`src/rtl/cs_energy_avg.sv`:
```
// Energy averager: squares I/Q samples, accumulates 2^LOG2N powers, holds the mean,
// and compares it against a threshold on request.
module cs_energy_avg #(
  parameter int unsigned DW    = 16,
  parameter int unsigned LOG2N = 4
) (
  input  logic                 clk,
  input  logic                 rst_n,
  input  logic                 wr_en,
  input  logic signed [DW-1:0] i_in,
  input  logic signed [DW-1:0] q_in,
  input  logic                 rst_dev,
  input  logic                 en_comp,
  input  logic [2*DW:0]        threshold,
  output logic                 ready_sample,
  output logic [2*DW:0]        avg_pwr,
  output logic                 detect,
  output logic                 detect_valid
);

  localparam int unsigned SW = 2 * DW;
  localparam int unsigned PW = 2 * DW + 1;
  localparam int unsigned AW = PW + LOG2N;
  localparam int unsigned CW = LOG2N;

  logic [PW-1:0] pwr_q,     pwr_d;
  logic          pwr_vld_q, pwr_vld_d;
  logic [AW-1:0] acc_q,     acc_d;
  logic [CW-1:0] cnt_q,     cnt_d;
  logic          rdy_q,     rdy_d;
  logic [PW-1:0] avg_q,     avg_d;
  logic          det_q,     det_d;
  logic          dv_q,      dv_d;

  logic signed [SW-1:0] i_ext_c, q_ext_c;
  logic signed [SW-1:0] i_sq_c,  q_sq_c;
  logic [PW-1:0]        pwr_c;
  logic [AW-1:0]        acc_sum_c;
  logic                 accept_c;
  logic                 last_c;

  // Squares are non-negative, so zero-extending them into PW bits cannot wrap.
  always_comb begin
    i_ext_c   = SW'(i_in);
    q_ext_c   = SW'(q_in);
    i_sq_c    = i_ext_c * i_ext_c;
    q_sq_c    = q_ext_c * q_ext_c;
    pwr_c     = PW'($unsigned(i_sq_c)) + PW'($unsigned(q_sq_c));
    acc_sum_c = acc_q + AW'(pwr_q);
    accept_c  = wr_en && !rdy_q && !rst_dev;
    last_c    = (cnt_q == {CW{1'b1}});
  end

  // Next-state: compare uses pre-clear average; rst_dev overrides accumulation.
  always_comb begin
    pwr_d     = pwr_q;
    pwr_vld_d = accept_c;
    acc_d     = acc_q;
    cnt_d     = cnt_q;
    rdy_d     = rdy_q;
    avg_d     = avg_q;
    det_d     = det_q;
    dv_d      = 1'b0;

    if (accept_c) begin
      pwr_d = pwr_c;
    end

    if (en_comp && rdy_q) begin
      det_d = (avg_q > threshold);
      dv_d  = 1'b1;
    end

    if (rst_dev) begin
      pwr_vld_d = 1'b0;
      acc_d     = '0;
      cnt_d     = '0;
      rdy_d     = 1'b0;
      avg_d     = '0;
    end else if (pwr_vld_q && !rdy_q) begin
      // A product still in flight when the average completes is dropped here.
      acc_d = acc_sum_c;
      cnt_d = cnt_q + CW'(1);
      if (last_c) begin
        rdy_d = 1'b1;
        avg_d = PW'(acc_sum_c >> LOG2N);
        acc_d = '0;
      end
    end
  end

  always_ff @(posedge clk or negedge rst_n) begin
    if (!rst_n) begin
      pwr_q     <= '0;
      pwr_vld_q <= 1'b0;
      acc_q     <= '0;
      cnt_q     <= '0;
      rdy_q     <= 1'b0;
      avg_q     <= '0;
      det_q     <= 1'b0;
      dv_q      <= 1'b0;
    end else begin
      pwr_q     <= pwr_d;
      pwr_vld_q <= pwr_vld_d;
      acc_q     <= acc_d;
      cnt_q     <= cnt_d;
      rdy_q     <= rdy_d;
      avg_q     <= avg_d;
      det_q     <= det_d;
      dv_q      <= dv_d;
    end
  end

  assign ready_sample = rdy_q;
  assign avg_pwr      = avg_q;
  assign detect       = det_q;
  assign detect_valid = dv_q;

endmodule

```
`config.mk`:
```
export PLATFORM = sky130hd
export DESIGN_NAME = cs_energy_avg
export DESIGN_NICKNAME = d
export VERILOG_FILES = /design/src/rtl/cs_energy_avg.sv
export SDC_FILE = /design/constraint.sdc
export NUM_CORES = 2
export LEC_CHECK = 0
export CAP_MARGIN = 5
export CORE_ASPECT_RATIO = 1.4
export CORE_MARGIN = 2
export CORE_UTILIZATION = 60
export DETAILED_ROUTE_END_ITERATION = 6
export PLACE_DENSITY = 0.79
export SLEW_MARGIN = 10
export SYNTH_ARGS = -nofsm -noshare
export SYNTH_HDL_FRONTEND = slang
export SYNTH_SLANG_ARGS = --single-unit
```
`constraint.sdc`:
```
create_clock -name clk -period 3.4 [get_ports clk]
set_input_delay 0.34 -clock clk [delete_from_list [all_inputs] [get_ports clk]]
set_output_delay 0.34 -clock clk [all_outputs]
set_load 0.05 [all_outputs]
```
# == Word level (Yosys, flattened, before mapping) ==
# Index checks and enable logic that the tools add are counted.
# W data, S select, Z words.
# op_classes
div_mod_pow,0
n_eq_ne,1
magnitude_cmp,1
n_mul,2
bitwise,0
reduce_logical,9
shift,0
muxes,13
n_addsub,3
# op_table
op,count
$mux W37,3
$mux W33,3
$mul A16 B16 Y32,2
$add A37 B33 Y37,1
$add A32 B32 Y33,1
$gt A33 B33 Y1,1
$mux W4,2
$mux W1,5
$add A4 B1 Y4 const B,1
$eq A4 B4 Y1 const B,1
$logic_and A1 B1 Y1,4
$reduce_bool A2 Y1,2
$logic_not A1 Y1,2
$reduce_and A2 Y1,1
# totals
latchBits,0
register_bits,111
out_inout_bits,36
ram_bits,0
mem_count,0
romBits,0

# == Longest topological paths before layout ==
# logic_depth
depth_word,4
mapped_depth,34
ltp_nobuf,33

# == Worst setup path before layout ==
# OpenSTA, ideal clock, no wires.
# synth_timing
path_type,in2reg
from,input port i_in[1]
to,register pwr_q[29]
path_stages,28
arrival_ns,7.628
t_required_ns,3.331
slack_ns,-4.297
setup_ns,0.069
cell_sequence,clkbuf_1 > clkbuf_1 > nand2_1 > fa_1 > fa_1 > fa_1 > inv_1 > fa_1 > fa_1 > inv_1 > fa_1 > inv_1 > ha_1 > and4_1 > and2_1 > a32oi_1 > o221a_2 > o21ai_0 > a21oi_1 > ha_1 > clkbuf_1 > and3_1 > nand4_1 > o21ba_2 > o31ai_1 > a21oi_1 > or4b_2 > nand3_1
# synth_via
elab_chain_cells,2
# synth_lines
item,line,rtl
from (decl),10,"input logic signed [DW-1:0] i_in,"
$mul A16 B16 Y32,46,i_sq_c = i_ext_c * i_ext_c;
$add A32 B32 Y33,48,pwr_c = PW'($unsigned(i_sq_c)) + PW'($unsigned(q_sq_c));
to (signal assigned),103,pwr_q <= pwr_d;
to (decl),26,"logic [PW-1:0] pwr_q, pwr_d;"
# No other way between the ends.
# A chain may end at the register's enable or synchronous reset.

# == Final worst setup path ==
# layout_timing
from,input port i_in[2]
to,register pwr_q[24]
# Same word-level chain as after synthesis.

==> flow_metrics.py <==
metrics = {
    "finish": {
        "fin_cells": 4001,
        "synthToLayoutAreaGrowth_pct": 28.8,
        "nets": 4265,
        "diodes": 0,
        "drive_gt1_frac": 0.244,
        "final_util": 0.778,
        "fillCellCount": 2619,
        "stdcell_area_um2": 33400,
    },
    "setup_path": {
        "path_class": "input pin to register",
        "reg2reg_depth": 10,
        "path_buf_inv": 4,
        "crit_path_max_fanout": 3,
        "worstPathRequired_ns": 3.65,
        "path_delay_family": "adder cells",
        "critPathMaxStageDelay_ns": 0.56,
        "reg2reg_slack_ns": 0.20,
        "cp_slowest_cell": "fa_1",
        "worstSetupEndpointType": "register",
        "worst_ep_arrival_time_ns": 7.57,
        "cp-start-kind": "input pin",
        "reg2reg_to": "acc_q[31]",
        "worstReg2RegStart": "pwr_q[3]",
        "crit_start": "i_in[2]",
        "crit_top_cell": "fa_1",
    },
    "global_route": {
        "antenna_found_initial": 0,
        "grt_pass1_wl_um": 116000,
        "grt_pass1_vias": 25100,
        "grt_max_degree": 70,
        "grt_overflow": 0,
        "use_met3": 0.0318,
        "grt_usage": 0.317,
        "use_met1": 0.328,
        "top_usage_layer": "met2",
        "grt_use_met2": 0.610,
    },
    "synthesis": {
        "async_reset_ff_frac": 1.00,
        "synthSimpleGateAreaFrac": 0.115,
        "synth_edf_count": 0,
        "synthMuxAreaShare": 0.00463,
        "syn_area_um2": 25900,
        "synth_compound_area_frac": 0.115,
        "synth_cell_types": 78,
        "syn-num-nets": 3700,
        "synth-seq-area-share": 0.107,
        "synthCells": 2879,
        "synthTopCellsByArea": "fa_1 37%, ha_1 13%, dfrtp_1 11%",
        "avgSynthCellArea_um2": 9.00,
        "synth-main-ff-cell": "dfrtp_1",
        "synth_top_area_frac": 0.368,
        "synth-xor-area-share": 0.0459,
        "synth_fa_ha_area_frac": 0.501,
        "synth_top_family_by_area": "adder cells",
        "synth-seq-cells": 111,
        "ys_warn_count": 0,
        "synth_top_area_cell": "fa_1",
        "yosys-top-cells-count": "702 x inv_1, 477 x fa_1, 287 x nand2_1, 274 x ha_1, 146 x a21oi_1",
        "synth_most_common_cell": "inv_1",
    },
    "clock_network": {
        "cts_sinks": 111,
        "cts_hold_buf": 0,
        "clk_latency_ns": 0.37,
        "cts_tree": "done",
        "ctsRootBufferMaster": "clkbuf_16",
        "cts-buffers-inserted": 9,
        "htreeDepth": 3,
        "clkTransAtPathRegs_ns": 0.07,
        "cts_buffer_depth": 2,
    },
    "route": {
        "final_antenna_net_count": 0,
        "wl_per_cell_um": 17.6,
        "viasPerCell": 5.57,
        "dr_total_vias": 22300,
        "routed_wl_um": 70200,
        "drt_iter0_drc": 1220,
        "firstDrtPassIters": 7,
        "drcViolationCount": 0,
    },
    "placed_design": {
        "dp_hpwl_um": 56300,
        "place_inst": 3926,
        "placed_area_um2": 31200,
        "place_congestion": 0.942,
        "port_buffers": 105,
        "dp_worst_setup_slack_ns": -4.82,
    },
    "timing": {
        "rsz0062_at_grt": "true",
        "setup_viol": 28,
        "fin_crit_ns": 7.32,
        "relSlewSlack": 0.412,
        "skew_ns": 0.0222,
        "period_share": 2.15,
        "max_freq_mhz": 137,
        "worst_pin_slew_ns": 0.882,
        "drv_slew": 0,
        "hold_viol": 0,
        "fin_ws_ns": -3.92,
    },
    "status": {
        "outcome": "finished, violations left",
        "violations": "negative setup slack",
    },
    "floorplan": {
        "die_h_um": 250,
        "num_rows": 90,
        "core_um2": 42900,
        "start_util": 0.604,
        "die_area_um2": 44900,
        "ios": 106,
        "die_w_um": 180,
    },
    "hold_path": {
        "worstHoldPathType": "input pin to asynchronous set/reset pin",
    },
    "flow_run": {
        "maxCapViolations": 0,
    },
}
[cells in the final DEF (no fill, tap or decap), types with 47 or more instances in the layout]
| cell type | n |
|---|---|
| inv_1 | 667 |
| fa_1 | 465 |
| buf_4 | 465 |
| nand2_1 | 269 |
| ha_1 | 224 |
| a21oi_1 | 111 |
| nor2_1 | 111 |
| dfrtp_1 | 111 |
| xnor2_1 | 82 |
| clkdlybuf4s50_1 | 72 |
| and2_1 | 64 |
| a21o_1 | 62 |
| buf_6 | 57 |
| o21ai_0 | 47 |
[final cells by class]
cell class | instances | area [µm²] | area share
flip-flops and latches | 111 | 2780 | 0.0832
clock inverters | 5 | 86.3 | 0.00259
clock buffers | 11 | 243 | 0.00727
well taps | 552 | 691 | 0.0207
repair buffers | 626 | 5190 | 0.156
inverters | 704 | 2650 | 0.0795
multi-input cells | 1992 | 21700 | 0.651
[timing repair]
item                       CTS  global route
setup endpoints to repair   29            33
buffers inserted            45            18
gates resized for setup    373            85
gates cloned                 1             0
pin swaps                  162           108
[worst max path at each step]
stage | to | slack, ns | depth (start not counted)
detailed placement | pwr_q[29] | -4.82 | 28
floorplan | pwr_q[24] | -3.92 | 32
global placement | pwr_q[29] | -4.59 | 28
global route | pwr_q[24] | -4.16 | 31
CTS | pwr_q[24] | -3.77 | 29
finish | pwr_q[24] | -3.92 | 29
[kinds of logic (layout without fill, tap and decap cells)]
group | Yosys count | count (layout)
buffers and inverters | 776 | 1346
multiplexers | 11 | 11
flip-flops | 111 | 111
adder cells (fa/ha/maj) | 751 | 751
XOR/XNOR | 136 | 136
AO/OA/AOI/OAI | 455 | 455
AND/OR/NAND/NOR | 639 | 639
[through the flow]
| stage | TNS [ns] | hold WS, ns |
|---|---|---|
| final | -82.33 | 0.0910 |
| after global routing | -88.19 | 0.167 |
| after CTS | -77.99 | 0.125 |
| after detailed placement | -106.81 | 0.477 |
| after global placement | -102.49 | 0.472 |
| after floorplan | -77.22 | 0.0444 |
[flip-flops by register name (all words and copies together), names as in the netlist]
name,flops
ready_sample,1
acc_q,37
pwr_vld_q,1
pwr_q,33
detect,1
detect_valid,1
cnt_q,4
avg_pwr,33
[layer usage]
metal,part of all wire,wire [µm]
met1,0.34,23700
met3,0.041,2850
met5,0,0
met4,0.072,5030
met2,0.55,38700
Power is left out: the tool's default activity adds up to more than one toggle a clock period on the data nets, which glitch-free logic cannot reach.
